**config.mk**
```make
export PLATFORM = sky130hd
export DESIGN_NAME = adc_peak_tracker
export DESIGN_NICKNAME = d
export VERILOG_FILES = /design/src/rtl/adc_pkg.sv /design/src/rtl/adc_edge_detect.sv /design/src/rtl/adc_peak_tracker.sv
export SDC_FILE = /design/constraint.sdc
export NUM_CORES = 1
export LEC_CHECK = 0
export BUFFER_PORTS_ARGS = -buffer_cell sky130_fd_sc_hd__buf_2
export CORE_ASPECT_RATIO = 2
export CORE_MARGIN = 2
export CORE_UTILIZATION = 55
export DETAILED_ROUTE_END_ITERATION = 12
export GPL_TIMING_DRIVEN = 0
export PLACE_DENSITY = 0.76
export SLEW_MARGIN = 5
export SYNTH_ARGS = -nofsm -noshare
export SYNTH_HDL_FRONTEND = slang
export SYNTH_HIERARCHICAL = 1
export SYNTH_SLANG_ARGS = --single-unit
```
**constraint.sdc**
```tcl
create_clock -name clk -period 2.9 [get_ports clk]
set_clock_uncertainty 0.05 [all_clocks]
set_input_delay 0.87 -clock clk [delete_from_list [all_inputs] [get_ports clk]]
set_output_delay 0.87 -clock clk [all_outputs]
set_load 0.05 [all_outputs]
```
**src/rtl/adc_pkg.sv**
```systemverilog
// rtl/adc_pkg.sv - shared state type, output constants and saturating 8-bit helpers
package adc_pkg;

    typedef enum logic {
        WAIT_SYNC = 1'b0,
        ACCUM     = 1'b1
    } state_t;

    localparam int         OUT_W     = 8;
    localparam logic [7:0] MIN_RESET = 8'hFF;
    localparam logic [7:0] MAX_RESET = 8'h00;

    function automatic logic [7:0] sat_sub8(input logic [7:0] v, input logic [8:0] s);
        logic [8:0] d;
        d = {1'b0, v} - s;
        return d[8] ? 8'h00 : d[7:0];
    endfunction

    function automatic logic [7:0] sat_add8(input logic [7:0] v, input logic [8:0] s);
        logic [8:0] t;
        t = {1'b0, v} + s;
        return t[8] ? 8'hFF : t[7:0];
    endfunction

endpackage

```
**src/rtl/adc_edge_detect.sv**
```systemverilog
// rtl/adc_edge_detect.sv - frame_sync delay register and rising-edge pulse
module adc_edge_detect (
    input  logic clk,
    input  logic reset_n,
    input  logic frame_sync_i,
    output logic sync_edge_o
);

    logic sync_q;
    logic sync_d;

    assign sync_d = frame_sync_i;

    always_ff @(posedge clk or negedge reset_n) begin
        if (!reset_n) begin
            sync_q <= 1'b0;
        end else begin
            sync_q <= sync_d;
        end
    end

    assign sync_edge_o = frame_sync_i & ~sync_q;

endmodule

```
**src/rtl/adc_peak_tracker.sv**
```systemverilog
// rtl/adc_peak_tracker.sv - per-frame ADC max/min/count tracker; ADC_PEAK_DECAY_EN enables peak-hold decay
module adc_peak_tracker
    import adc_pkg::*;
#(
    parameter int ADC_W      = 12,
    parameter int CNT_W      = 16,
    parameter int DECAY_STEP = 1
) (
    input  logic             clk,
    input  logic             reset_n,
    input  logic [ADC_W-1:0] adc_data,
    input  logic             adc_valid,
    input  logic             frame_sync,
    output logic [OUT_W-1:0] max_val,
    output logic [OUT_W-1:0] min_val,
    output logic [CNT_W-1:0] sample_count,
    output logic             stats_valid,
    output logic             no_signal,
    output logic             clipped
);

`ifdef ADC_PEAK_DECAY_EN
    localparam bit DECAY_EN = 1'b1;
`else
    localparam bit DECAY_EN = 1'b0;
`endif

    localparam logic [8:0] STEP9 = (DECAY_STEP > 255) ? 9'd255 : 9'(DECAY_STEP);

    logic sync_edge;

    adc_edge_detect u_edge (
        .clk          (clk),
        .reset_n      (reset_n),
        .frame_sync_i (frame_sync),
        .sync_edge_o  (sync_edge)
    );

    state_t             state_q, state_d;
    logic [ADC_W-1:0]   acc_max_q, acc_max_d;
    logic [ADC_W-1:0]   acc_min_q, acc_min_d;
    logic [CNT_W-1:0]   acc_cnt_q, acc_cnt_d;
    logic               acc_clip_q, acc_clip_d;
    logic [OUT_W-1:0]   max_val_q, max_val_d;
    logic [OUT_W-1:0]   min_val_q, min_val_d;
    logic [CNT_W-1:0]   sample_count_q, sample_count_d;
    logic               stats_valid_q, stats_valid_d;
    logic               no_signal_q, no_signal_d;
    logic               clipped_q, clipped_d;

    logic [OUT_W-1:0]   frame_max8, frame_min8;
    logic [OUT_W-1:0]   dec_max, dec_min;
    logic [OUT_W-1:0]   pub_max, pub_min;
    logic               sample_clip;

    assign frame_max8  = acc_max_q[ADC_W-1 -: OUT_W];
    assign frame_min8  = acc_min_q[ADC_W-1 -: OUT_W];
    assign dec_max     = sat_sub8(max_val_q, STEP9);
    assign dec_min     = sat_add8(min_val_q, STEP9);
    assign sample_clip = (adc_data == '0) || (adc_data == '1);

    // An empty frame holds (or decays) the previous peaks instead of publishing the reset seeds.
    always_comb begin
        pub_max = frame_max8;
        pub_min = frame_min8;
        if (acc_cnt_q == '0) begin
            pub_max = DECAY_EN ? dec_max : max_val_q;
            pub_min = DECAY_EN ? dec_min : min_val_q;
        end else begin
            if (DECAY_EN && (dec_max > frame_max8)) pub_max = dec_max;
            if (DECAY_EN && (dec_min < frame_min8)) pub_min = dec_min;
        end
    end

    always_comb begin
        state_d        = state_q;
        acc_max_d      = acc_max_q;
        acc_min_d      = acc_min_q;
        acc_cnt_d      = acc_cnt_q;
        acc_clip_d     = acc_clip_q;
        max_val_d      = max_val_q;
        min_val_d      = min_val_q;
        sample_count_d = sample_count_q;
        no_signal_d    = no_signal_q;
        clipped_d      = clipped_q;
        stats_valid_d  = 1'b0;

        case (state_q)
            WAIT_SYNC: begin
                if (sync_edge) state_d = ACCUM;
            end
            ACCUM: begin
                if (sync_edge) begin
                    stats_valid_d  = 1'b1;
                    max_val_d      = pub_max;
                    min_val_d      = pub_min;
                    sample_count_d = acc_cnt_q;
                    clipped_d      = acc_clip_q;
                    no_signal_d    = (acc_cnt_q == '0);
                    acc_max_d      = '0;
                    acc_min_d      = '1;
                    acc_cnt_d      = '0;
                    acc_clip_d     = 1'b0;
                end
                // Updating from the freshly cleared accumulators seeds a coincident sample into the new frame.
                if (adc_valid) begin
                    if (adc_data > acc_max_d) acc_max_d = adc_data;
                    if (adc_data < acc_min_d) acc_min_d = adc_data;
                    if (acc_cnt_d != '1) acc_cnt_d = acc_cnt_d + {{(CNT_W-1){1'b0}}, 1'b1};
                    if (sample_clip) acc_clip_d = 1'b1;
                end
            end
            default: state_d = WAIT_SYNC;
        endcase
    end

    always_ff @(posedge clk or negedge reset_n) begin
        if (!reset_n) begin
            state_q        <= WAIT_SYNC;
            acc_max_q      <= '0;
            acc_min_q      <= '1;
            acc_cnt_q      <= '0;
            acc_clip_q     <= 1'b0;
            max_val_q      <= MAX_RESET;
            min_val_q      <= MIN_RESET;
            sample_count_q <= '0;
            stats_valid_q  <= 1'b0;
            no_signal_q    <= 1'b1;
            clipped_q      <= 1'b0;
        end else begin
            state_q        <= state_d;
            acc_max_q      <= acc_max_d;
            acc_min_q      <= acc_min_d;
            acc_cnt_q      <= acc_cnt_d;
            acc_clip_q     <= acc_clip_d;
            max_val_q      <= max_val_d;
            min_val_q      <= min_val_d;
            sample_count_q <= sample_count_d;
            stats_valid_q  <= stats_valid_d;
            no_signal_q    <= no_signal_d;
            clipped_q      <= clipped_d;
        end
    end

    assign max_val      = max_val_q;
    assign min_val      = min_val_q;
    assign sample_count = sample_count_q;
    assign stats_valid  = stats_valid_q;
    assign no_signal    = no_signal_q;
    assign clipped      = clipped_q;

endmodule

```
Yosys cells after proc, flatten, opt, wreduce, memory -nomap -nowiden
Index checks and enable logic that the tools add are counted.
Word-level totals
  register bits: 78
  output and inout bits: 35
Cells by class
  add/subtract/negate cells: 1
  magnitude comparators: 2
  equality and inequality tests: 2
  multiplexer cells: 18
  bitwise operators: 3
  reduce and logical (&&, ||, !) cells: 5
Operators by type and width (number)
  12-bit 2-to-1 mux: 8
  16-bit 2-to-1 mux: 4
  16-bit by 1-bit adder with 16-bit output (second input constant): 1
  16-bit logical NOT: 1
  16-bit != test (second input constant): 1
  12-bit == test (second input constant): 1
  12-bit > comparator: 1
  12-bit logical NOT: 1
  12-bit < comparator: 1
  1-bit 2-to-1 mux: 6
  3-bit AND reduction: 1
  1-bit NOT: 2
  2-bit AND reduction: 1
  1-bit AND: 1
  1-bit logical OR: 1

Logic depth before layout (Yosys ltp)
  depth after elaboration: 7
  mapped depth: 11

By module
The synthesis kept the hierarchy.
Modules (own cells, without submodules)
  adc_peak_tracker: instances 1, cells each 365, area an instance 4189.0 µm²
  adc_edge_detect: instances 1, cells each 2, area an instance 38.8 µm²

Worst setup path after synthesis
Ideal clock, no wire load.
  kind: input -> register
  start: input frame_sync
  end: register acc_max_q[0]
  arrival time: 2.882 ns
  required time: 2.771 ns
  setup slack: -0.111 ns
  stages on the path: 11
  path through: nor2b_4 buf_2 clkbuf_1 nand2b_1 ha_1 nand2_1 o21ai_1 a2111oi_2 a2111oi_4 buf_6 mux2i_1
Between the ends
  cells in the longest elaborated chain, start to end: 6
Ends and longest elaborated chain
  start: declaration: line adc_peak_tracker.sv:13  | input logic frame_sync,
  1-bit AND *: line adc_edge_detect.sv:22  | assign sync_edge_o = frame_sync_i & ~sync_q;
  12-bit 2-to-1 mux *: line adc_peak_tracker.sv:93  | if (sync_edge) begin
  12-bit 2-to-1 mux *: line adc_peak_tracker.sv:88  | case (state_q)
  12-bit > comparator: line adc_peak_tracker.sv:107  | if (adc_data > acc_max_d) acc_max_d = adc_data;
  12-bit 2-to-1 mux: line adc_peak_tracker.sv:107
  12-bit 2-to-1 mux *: line adc_peak_tracker.sv:106  | if (adc_valid) begin
  end signal: assignment: line adc_peak_tracker.sv:132  | acc_max_q <= acc_max_d;
  end: declaration: line adc_peak_tracker.sv:40  | logic [ADC_W-1:0] acc_max_q, acc_max_d;
Mark *: on every way between the ends. The rest lies on a longest branch, timed or not. The select of a mux whose other input is x is not followed.
A chain may end at the register's enable or synchronous reset.

Worst setup path after layout
  start: input frame_sync
  end: register acc_max_q[8]
Between the ends
  cells in the longest elaborated chain, start to end: 6
Ends and longest elaborated chain
  1-bit AND *: line adc_edge_detect.sv:22
  net sync_edge: line adc_peak_tracker.sv:30  | logic sync_edge;
  12-bit 2-to-1 mux *: line adc_peak_tracker.sv:93
  12-bit 2-to-1 mux *: line adc_peak_tracker.sv:88
  12-bit > comparator: line adc_peak_tracker.sv:107
  12-bit 2-to-1 mux: line adc_peak_tracker.sv:107
  12-bit 2-to-1 mux *: line adc_peak_tracker.sv:106
Mark *: on every way through the listed nets, which the timed path passes. The rest lies on a longest branch. The select of a mux whose other input is x is not followed.

==> reports/metrics.cfg <==
[clock_network]
clk_latency_ns = 0.34
clk_pin_slew_worst_paths_ns = 0.06
cts_sinks = 78
htree_num_levels = 3
cts_tree = yes
clock_path_buffers = 2
cts_buffers = 9
ctsHoldBuffers = 0
cts-root-buf = clkbuf_16

[synth]
synth.distinct_cells = 57
syn_avg_cell_area_um2 = 11.5
yosysSeqAreaShare_pct = 46.8
syn-cell-area_mm2 = 0.00423
synth_enable_flop_cells = 0
synth-async-reset-ratio_pct = 100
yosys_warnings = 6
syn_inst = 367
synth_seq_cells = 78
synthFlopType = dfrtp_1
syn-num-nets = 407

[worst_setup_path]
crit_type = in2reg
arrival_ns = 3.12
start_kind = primary input
cp.required_ns = 3.11
r2r_slack_ns = 0.21
critPathMaxFanout = 8
worstSetupEndpointType = flip-flop

[timing]
setup_violations = 1
maxSlewViolCount = 0
hold_violations = 0
whs_ns = 0.421
worst_pin_slew_ns = 0.553
clock.fmax_mhz = 343
min_period_ns = 2.91
relSlewSlack_pct = 63.1
rsz0062_at_grt = true
fin_crit_sh_pct = 100
fin_ws_ns = -0.0127

[placed_design]
gp_congestion = 0.885
hpwl_um = 7590
place.port_buffers = 50

[grt]
grt_first_pass_wirelength_um = 16300
overflow = 0
grtUsageTotal_pct = 26.2
grt_max_degree = 45
grt_pass1_vias = 3239
grt_antenna_before_repair = 0

[drt]
antenna_left = 0
drt_wl_total_um = 10200
drc_errors = 0
vias = 3159
first_pass_iters = 6
drt_iter0_drc = 152
vias_per_cell = 5.92
wl_per_cell_um = 19.1

[layout]
nets = 475
seqCellArea_mm2 = 0.00198
finalCoreUtilization_pct = 67.9
multiInputGateArea_mm2 = 0.00218
area_growth_pct = 21.2
n_antenna_cell = 0
drive_gt1_share_pct = 37.3
fill_cells = 568

[floorplan]
start_util_pct = 56.0
fp.dieArea_mm2 = 0.00845
die_w_um = 66.0
core_area_mm2 = 0.00754
rows = 45
io_pins = 51
die_height_um = 128

[run_status]
violations = negative setup slack
status = complete, but fails checks

[pwr]
power_density_mw_per_mm2 = 922
leakage_nw = 2.41
ir_drop_uv = 684
finalPower_w = 0.00472

[job]
maxCapViolations = 0

[worst_hold_path]
hold_path_class = in2async

[worst paths after layout]
path | startpoint | cells after the start | to
max | frame_sync | 10 | acc_max_q[8]
min in group clk | sample_count[9] | 1 | sample_count[9]
min reg2reg | sample_count[9] | 1 | sample_count[9]
max in group asynchronous | reset_n | 2 | no_signal
max reg2reg | u_edge/sync_q | 9 | acc_max_q[8]
min | reset_n | 1 | sample_count[12]
[critical path: stages]
cell	delay, ns
buf_6	0.07
nor2b_4	0.30
clkbuf_16	0.22
nand2b_4	0.14
ha_4	0.14
nand4_1	0.18
a21o_1	0.27
a2111oi_4	0.49
buf_6	0.22
mux2i_1	0.22
[power breakdown]
group | internal [W] | switching (W) | leakage [nW]
clock network | 0.000801 | 0.000427 | 0.156
registers | 0.00148 | 0.000231 | 0.976
logic | 0.000684 | 0.00110 | 1.28
total | 0.00297 | 0.00175 | 2.41
[metrics by stage]
step / setup TNS [ns] / instances / setup WS (ns) / cell area (um^2)
final: -0.0127 / 534 / -0.0127 / 5120
after global routing: -0.101 / 534 / -0.0382 / 5120
after CTS: 0 / 530 / 0.0152 / 5060
after detailed placement: -13.83 / 512 / -0.743 / 4660
after global placement: -12.69 / 511 / -0.664 / 4630
after floorplan: -0.869 / 367 / -0.0869 / 4270
[kinds of logic (layout without fill, tap and decap cells)]
family / after synthesis / after routing / share of synthesized area [%]
buffers and inverters: 30 / 103 / 3.55
adder cells (fa/ha/maj): 24 / 24 / 7.10
XOR/XNOR: 13 / 13 / 2.69
AO/OA/AOI/OAI: 34 / 34 / 7.58
AND/OR/NAND/NOR: 130 / 130 / 16.8
multiplexers: 58 / 58 / 15.5
flip-flops: 78 / 78 / 46.8
[synth_stat cells, types with 3 or more instances]
| cell type | number | area [um^2] |
|---|---|---|
| a21oi_1 | 7 | 35.0 |
| and3_1 | 5 | 31.3 |
| buf_2 | 3 | 15.0 |
| buf_6 | 4 | 45.0 |
| clkbuf_1 | 4 | 15.0 |
| dfrtp_1 | 57 | 1430 |
| dfstp_2 | 21 | 552 |
| ha_1 | 24 | 300 |
| inv_1 | 16 | 60.1 |
| mux2_2 | 24 | 270 |
| mux2_4 | 9 | 135 |
| mux2i_1 | 25 | 250 |
| nand2_1 | 42 | 158 |
| nand2b_1 | 11 | 68.8 |
| nand3_1 | 5 | 25.0 |
| nand4_1 | 8 | 50.1 |
| nor2_1 | 29 | 109 |
| nor2b_1 | 4 | 25.0 |
| nor3_1 | 3 | 15.0 |
| nor4_1 | 4 | 25.0 |
| nor4_2 | 5 | 62.6 |
| o22ai_1 | 3 | 18.8 |
| xnor2_1 | 5 | 43.8 |
| xor2_1 | 8 | 70.1 |
[routing by layer]
metal | vias to the layer above | part of all wire, % | track usage [%]
met4 | 0 | 5.6 | 16.4
met5 | - | 0 | 0
met2 | 94 | 56 | 47.4
li1 | 1438 | - | -
met3 | 36 | 3.9 | 5.88
met1 | 1591 | 34 | 25.9
[flip-flops by register name, indices dropped and copies added, names as in the netlist]
name and count:
state_q 1, clipped 1, acc_min_q 12, acc_clip_q 1
acc_cnt_q 16, acc_max_q 12, u_edge/sync_q 1, stats_valid 1
sample_count 16, no_signal 1, max_val 8, min_val 8
[layout make-up]
cell class              count  area share, %
flip-flops and latches     78           38.6
repair buffers             58           6.54
multi-input cells         259           42.6
clock buffers              13           5.08
well taps                  94           2.30
clock inverters             3           1.32
inverters                  16           1.17
plain buffers              13           2.37
[cell usage in the layout (no fill, tap or decap), drive strengths merged, types with 2 or more instances in the layout]
master / n
inv: 16
a41oi: 3
o22ai: 3
a2111oi: 3
o211ai: 2
nand2b: 11
buf: 68
mux2i: 25
nand3: 6
nor2b: 5
a211oi: 2
and2: 3
dfrtp: 57
and3b: 2
nor4: 9
and4b: 2
ha: 24
o21ai: 3
o2111ai: 2
a31oi: 2
nor2: 29
dfstp: 21
nor3: 3
bufinv: 2
and3: 6
nand4: 9
a21oi: 8
mux2: 33
clkbuf: 16
xnor2: 5
xor2: 8
nand2: 42
[repair_timing]
action                                  4_1_cts  5_1_grt
buffers inserted                              2        4
gates resized for setup                      10        7
endpoints found under the setup margin       22       22
gates cloned                                  1        0
pin swaps                                     3        5
No activity file was read; power rests on OpenSTA's default activity.
